==> config.mk <==
export PLATFORM = sky130hd
export DESIGN_NAME = cam_pwr_seq
export DESIGN_NICKNAME = d
export VERILOG_FILES = /design/src/rtl/cam_seq_pkg.sv /design/src/rtl/sync_2ff.sv /design/src/rtl/cam_pwr_seq.sv
export SDC_FILE = /design/constraint.sdc
export NUM_CORES = 1
export LEC_CHECK = 0
export ABC_AREA = 1
export ABC_CLOCK_PERIOD_IN_PS = 2050
export CELL_PAD_IN_SITES_DETAIL_PLACEMENT = 0
export CELL_PAD_IN_SITES_GLOBAL_PLACEMENT = 1
export CORE_MARGIN = 10
export CORE_UTILIZATION = 43
export CTS_CLUSTER_SIZE = 25
export DETAILED_ROUTE_END_ITERATION = 7
export PLACE_DENSITY = 0.82
export SLEW_MARGIN = 40
export SYNTH_ARGS = -nofsm -noshare
export SYNTH_HDL_FRONTEND = slang
export SYNTH_SLANG_ARGS = --single-unit
==> constraint.sdc <==
create_clock -name clk -period 2.05 [get_ports clk]
set_input_delay 0.41 -clock clk [delete_from_list [all_inputs] [get_ports clk]]
set_output_delay 0.41 -clock clk [all_outputs]
set_load 0.005 [all_outputs]
==> src/rtl/cam_seq_pkg.sv <==
// Shared definitions for the OV5640 power-up sequencer: state encoding and
// default cycle counts for a 25 MHz control clock.
package cam_seq_pkg;

    typedef enum logic [2:0] {
        S_WAIT_LOCK = 3'd0,
        S_PWDN      = 3'd1,
        S_RESETB    = 3'd2,
        S_SCCB_WAIT = 3'd3,
        S_CFG       = 3'd4,
        S_RUN       = 3'd5,
        S_FAIL      = 3'd6
    } seq_state_e;

    localparam int unsigned DEF_LOCK_STABLE_CYC = 1024;
    localparam int unsigned DEF_PWDN_CYC        = 250000;   // 10 ms
    localparam int unsigned DEF_RESETB_CYC      = 50000;    // 2 ms
    localparam int unsigned DEF_SCCB_DELAY_CYC  = 500000;   // 20 ms
    localparam int unsigned DEF_CFG_TIMEOUT_CYC = 2500000;  // 100 ms
    localparam int unsigned DEF_MAX_RETRY       = 3;
    localparam int unsigned DEF_CNT_W           = 24;

endpackage

==> src/rtl/sync_2ff.sv <==
// Two-flop synchroniser for bringing asynchronous level signals into clk.
module sync_2ff #(
    parameter int WIDTH = 1
) (
    input  logic             clk,
    input  logic             rst,
    input  logic [WIDTH-1:0] d_i,
    output logic [WIDTH-1:0] q_o
);

    logic [WIDTH-1:0] meta_q;
    logic [WIDTH-1:0] sync_q;

    always_ff @(posedge clk or posedge rst) begin
        if (rst) begin
            meta_q <= '0;
            sync_q <= '0;
        end else begin
            meta_q <= d_i;
            sync_q <= meta_q;
        end
    end

    assign q_o = sync_q;

endmodule

==> src/rtl/cam_pwr_seq.sv <==
// OV5640 power-up/reset sequencer: waits for a stable PLL lock, walks PWDN and
// RESETB in order, launches SCCB configuration and releases the datapath reset.
module cam_pwr_seq
    import cam_seq_pkg::*;
#(
    parameter int unsigned LOCK_STABLE_CYC = DEF_LOCK_STABLE_CYC,
    parameter int unsigned PWDN_CYC        = DEF_PWDN_CYC,
    parameter int unsigned RESETB_CYC      = DEF_RESETB_CYC,
    parameter int unsigned SCCB_DELAY_CYC  = DEF_SCCB_DELAY_CYC,
    parameter int unsigned CFG_TIMEOUT_CYC = DEF_CFG_TIMEOUT_CYC,
    parameter int unsigned MAX_RETRY       = DEF_MAX_RETRY,
    parameter int unsigned CNT_W           = DEF_CNT_W
) (
    input  logic       clk,
    input  logic       rst,
    input  logic       pll_locked,
    input  logic       cfg_done,
    output logic       cam_pwdn,
    output logic       cam_rst_n,
    output logic       cfg_start,
    output logic       sys_rst,
    output logic       seq_ready,
    output logic       cfg_err,
    output logic [2:0] seq_state
);

    localparam int RTY_W = $clog2(MAX_RETRY + 1);

    localparam logic [CNT_W-1:0] LOCK_LAST   = CNT_W'(LOCK_STABLE_CYC - 1);
    localparam logic [CNT_W-1:0] PWDN_LAST   = CNT_W'(PWDN_CYC - 1);
    localparam logic [CNT_W-1:0] RESETB_LAST = CNT_W'(RESETB_CYC - 1);
    localparam logic [CNT_W-1:0] SCCB_LAST   = CNT_W'(SCCB_DELAY_CYC - 1);
    localparam logic [CNT_W-1:0] CFG_LAST    = CNT_W'(CFG_TIMEOUT_CYC - 1);
    localparam logic [RTY_W-1:0] RETRY_LIMIT = RTY_W'(MAX_RETRY);

    logic             lk_s;
    seq_state_e       state_q, state_d;
    logic [CNT_W-1:0] cnt_q, cnt_d;
    logic [RTY_W-1:0] retry_q, retry_d, retry_inc;

    logic cam_pwdn_q, cam_rst_n_q, cfg_start_q, sys_rst_q, seq_ready_q, cfg_err_q;

    sync_2ff #(.WIDTH(1)) u_lock_sync (
        .clk (clk),
        .rst (rst),
        .d_i (pll_locked),
        .q_o (lk_s)
    );

    always_comb begin
        state_d   = state_q;
        cnt_d     = cnt_q + CNT_W'(1);
        retry_d   = retry_q;
        retry_inc = retry_q + RTY_W'(1);
        case (state_q)
            S_WAIT_LOCK: begin
                if (!lk_s)
                    cnt_d = '0;
                else if (cnt_q == LOCK_LAST)
                    state_d = S_PWDN;
            end
            S_PWDN:      if (cnt_q == PWDN_LAST)   state_d = S_RESETB;
            S_RESETB:    if (cnt_q == RESETB_LAST) state_d = S_SCCB_WAIT;
            S_SCCB_WAIT: if (cnt_q == SCCB_LAST)   state_d = S_CFG;
            S_CFG: begin
                // a late cfg_done landing on the timeout cycle still counts
                if (cfg_done)
                    state_d = S_RUN;
                else if (cnt_q == CFG_LAST) begin
                    retry_d = retry_inc;
                    state_d = (retry_inc < RETRY_LIMIT) ? S_PWDN : S_FAIL;
                end
            end
            S_RUN, S_FAIL: ;
            default: state_d = S_WAIT_LOCK;
        endcase

        if (!lk_s && (state_q inside {S_PWDN, S_RESETB, S_SCCB_WAIT, S_CFG, S_RUN}))
            state_d = S_WAIT_LOCK;
        if (state_d != state_q)
            cnt_d = '0;
        if (state_d == S_WAIT_LOCK)
            retry_d = '0;
    end

    // Outputs are decoded from the next state so they change with the state register.
    always_ff @(posedge clk or posedge rst) begin
        if (rst) begin
            state_q     <= S_WAIT_LOCK;
            cnt_q       <= '0;
            retry_q     <= '0;
            cam_pwdn_q  <= 1'b1;
            cam_rst_n_q <= 1'b0;
            cfg_start_q <= 1'b0;
            sys_rst_q   <= 1'b1;
            seq_ready_q <= 1'b0;
            cfg_err_q   <= 1'b0;
        end else begin
            state_q     <= state_d;
            cnt_q       <= cnt_d;
            retry_q     <= retry_d;
            cam_pwdn_q  <= (state_d == S_WAIT_LOCK) || (state_d == S_PWDN) || (state_d == S_FAIL);
            cam_rst_n_q <= (state_d == S_SCCB_WAIT) || (state_d == S_CFG) || (state_d == S_RUN);
            cfg_start_q <= (state_d == S_CFG) && (state_q == S_SCCB_WAIT);
            sys_rst_q   <= (state_d != S_RUN);
            seq_ready_q <= (state_d == S_RUN);
            cfg_err_q   <= (state_d == S_FAIL);
        end
    end

    assign cam_pwdn  = cam_pwdn_q;
    assign cam_rst_n = cam_rst_n_q;
    assign cfg_start = cfg_start_q;
    assign sys_rst   = sys_rst_q;
    assign seq_ready = seq_ready_q;
    assign cfg_err   = cfg_err_q;
    assign seq_state = state_q;

endmodule

==> out/metrics.cfg <==
[status]
outcome = complete, no violations

[floorplan]
start_util = 0.451
die_w_um = 96.7
ioPinCount = 13
dieArea_um2 = 9350
die_h_um = 96.7
core_um2 = 5610
row_count = 27

[cells_and_area]
final_cells = 511
n_fill_cell = 525
nNetsFinal = 444
syn_to_final_growth_pct = 36.2
num_antenna_cells = 0
drive_above_1_share = 0.333
top_register = cnt_q
largest_reg_flops = 24

[worst_setup_path]
cp.arrival_ns = 2.19
endpoint_kind = register
setup.worst_path.start_class = register
cp_max_fo = 6
worstSetupPathType = reg -> reg
rr_worst_depth = 15
required_ns = 2.24

[grt]
antenna_found_initial = 0
grt_pass1_wl_mm = 11.8
grt_max_degree = 38
grt_use_total = 0.146
grt_remaining_overflow = 0
grt_pass1_vias = 2506

[yosys]
yosys.area.top_type = dfrtp_1
synthesis.nets = 387
ys_warn_count = 0
ys_seq_area_frac = 0.367
avgSynthCellArea_um2 = 6.64
async_flop_share = 1.00
synth_cell_types = 31
synthTopCellsByCount = nand2_1 (92), nor2_1 (59), inv_1 (54)
synth_area_um2 = 2530
ys_ff_latch = 37
synth_top_flop_cell = dfrtp_1
synthCells = 381
synth-edff-count = 0
synthTopCellsByArea = dfrtp_1 (35%), nand2_1 (14%), nand3_1 (9.1%)
synth.most_common_cell = nand2_1
synth_top_area_share = 0.346

[detailed_routing]
wl_per_cell_um = 13.6
drc = 0
vias = 2571
wirelength_mm = 6.96
first_pass_iters = 4
drt_iter0_drc = 141
ant_nets = 0
viasPerCell = 5.03

[power_and_ir_drop]
p_clk_frac = 0.455
comb_power_share = 0.039
intPower_w = 0.00115
switching_share = 0.215
power.switching_w = 0.000315
vdd_ir_drop_max_mv = 0.300
power_density_nw_per_um2 = 426
power_leakage_nw = 1.57
pwr-share-seq = 0.506
p_total_w = 0.00147

[sta]
worstMarginPinSlew_ns = 0.686
fin_crit_sh = 0.980
rsz0062_at_grt = true
setup_tns_ns = 0
hold_viol_final = 0
hold_ws_ns = 0.360
slew_viol_final = 0
setup_violations = 0
final.setup.worst_slack_ns = 0.0405
slew_headroom = 0.542
period_needed_ns = 2.01
fmax_ghz = 0.498
skew_ns = 0.00567

[placed_design]
dp_slack_ns = -0.0508
globalplace.congestion = 0.898
port_buffers = 12
dp.cells = 492
dpl.hpwl_mm = 5.21

[clock_tree]
cts.clk_slew.worst_paths_ns = 0.08
clock_sinks = 37
root_buffer = clkbuf_8
cts_hold_buf = 0
cts_inserted_buffers = 5
clock_path_buffers = 2
tritoncts = yes
cts_htree_levels = 2
clkLatencyLatePin_ns = 0.30

[flow_run]
maxCapViolCount = 0

[worst_hold_path]
hold_path_class = reg -> reg
holdPathStages = 0

metrics by stage:
step,area (µm²),util
after floorplan,2530,-
after global placement,2970,0.530
after detailed placement,2970,0.530
after CTS,3100,0.552
after global routing,3440,0.614
final,3440,0.614
repair_timing:
item | 4_1_cts | 5_1_grt
setup buffers | 0 | 9
cloned | 0 | 2
endpoints found under the setup margin | 30 | 33
pin swaps | 0 | 20
gates resized for setup | 2 | 70
path summary, 6_finish.rpt:
check                      slack [ns]               start               to
max                              0.04            cnt_q[4]        cnt_q[14]
min                              0.36  u_lock_sync.meta_q  u_lock_sync.q_o
max reg2reg                      0.04            cnt_q[4]        cnt_q[14]
min reg2reg                      0.36  u_lock_sync.meta_q  u_lock_sync.q_o
max in group asynchronous        1.18                 rst        cnt_q[14]
min in group asynchronous        0.53                 rst     seq_state[0]
layout make-up:
cell class,count,area [µm²],area share
Clock buffer,6,82.6,0.0240
Clock inverter,2,37.5,0.0109
Inverter,57,214,0.0621
Multi-Input combinational cell,280,1560,0.452
Sequential cell,37,943,0.274
Tap cell,72,90.1,0.0262
Timing Repair Buffer,57,522,0.151
routing by layer:
layer | wire (µm) | track usage | part of all wire
met1 | 3330 | 0.196 | 0.48
met2 | 3240 | 0.221 | 0.47
met3 | 298 | 0.0312 | 0.043
met4 | 87 | 0.0552 | 0.012
met5 | 0 | 0 | 0
kinds of logic after synthesis:
| family | Yosys count | synth area share |
|---|---|---|
| AND/OR/NAND/NOR | 257 | 0.469 |
| buffers and inverters | 64 | 0.104 |
| flip-flops | 37 | 0.367 |
| AO/OA/AOI/OAI | 21 | 0.0500 |
| adder cells (fa/ha/maj) | 2 | 0.00989 |
layout by cell type, fill, tap and decap left out, types with 2 or more instances in the layout:
master,netlist,final
nand3_1,46,40
nand2_4,1,2
nor3_1,11,9
nand3_2,2,7
nand2_2,5,9
inv_1,54,50
nand4_1,6,6
o31ai_1,2,2
o221ai_1,2,2
buf_4,2,40
clkbuf_16,0,2
nor4_1,4,4
buf_12,0,2
nor2_2,24,28
clkbuf_8,0,6
nor3_2,1,2
dfrtp_2,0,12
dfstp_2,2,2
inv_2,3,7
o211ai_1,2,2
nor2_4,2,18
dfrtp_1,35,23
a21oi_1,3,2
or2_2,2,2
nand2_1,92,87
nor2_1,59,39
clkdlybuf4s50_1,0,12
o21ai_0,10,10
power by group through the flow:
stage | Sequential [W] | Combinational [W] | Clock [W]
global route | 0.000744 | 0.0000663 | 0.000726
floorplan | 0.000754 | 0.0000315 | 0
detailed placement | 0.000755 | 0.0000522 | 0
global placement | 0.000754 | 0.0000519 | 0
finish | 0.000743 | 0.0000573 | 0.000668
CTS | 0.000740 | 0.0000527 | 0.000695
worst max-delay path, stage by stage, from the launching register on:
cell and delay (ns):
dfrtp_1 0.43, buf_4 0.14, nand2_1 0.04, nor2_1 0.09, nand2_1 0.15, nor2_2 0.17
nand3_1 0.11, nand3_2 0.08, nor2_1 0.04, nand2_1 0.10, nand2_2 0.07, nand2_2 0.06
nand2_2 0.06, nand2_4 0.13, clkbuf_16 0.19, nor2_2 0.03
(Power assumes the default switching activity.)
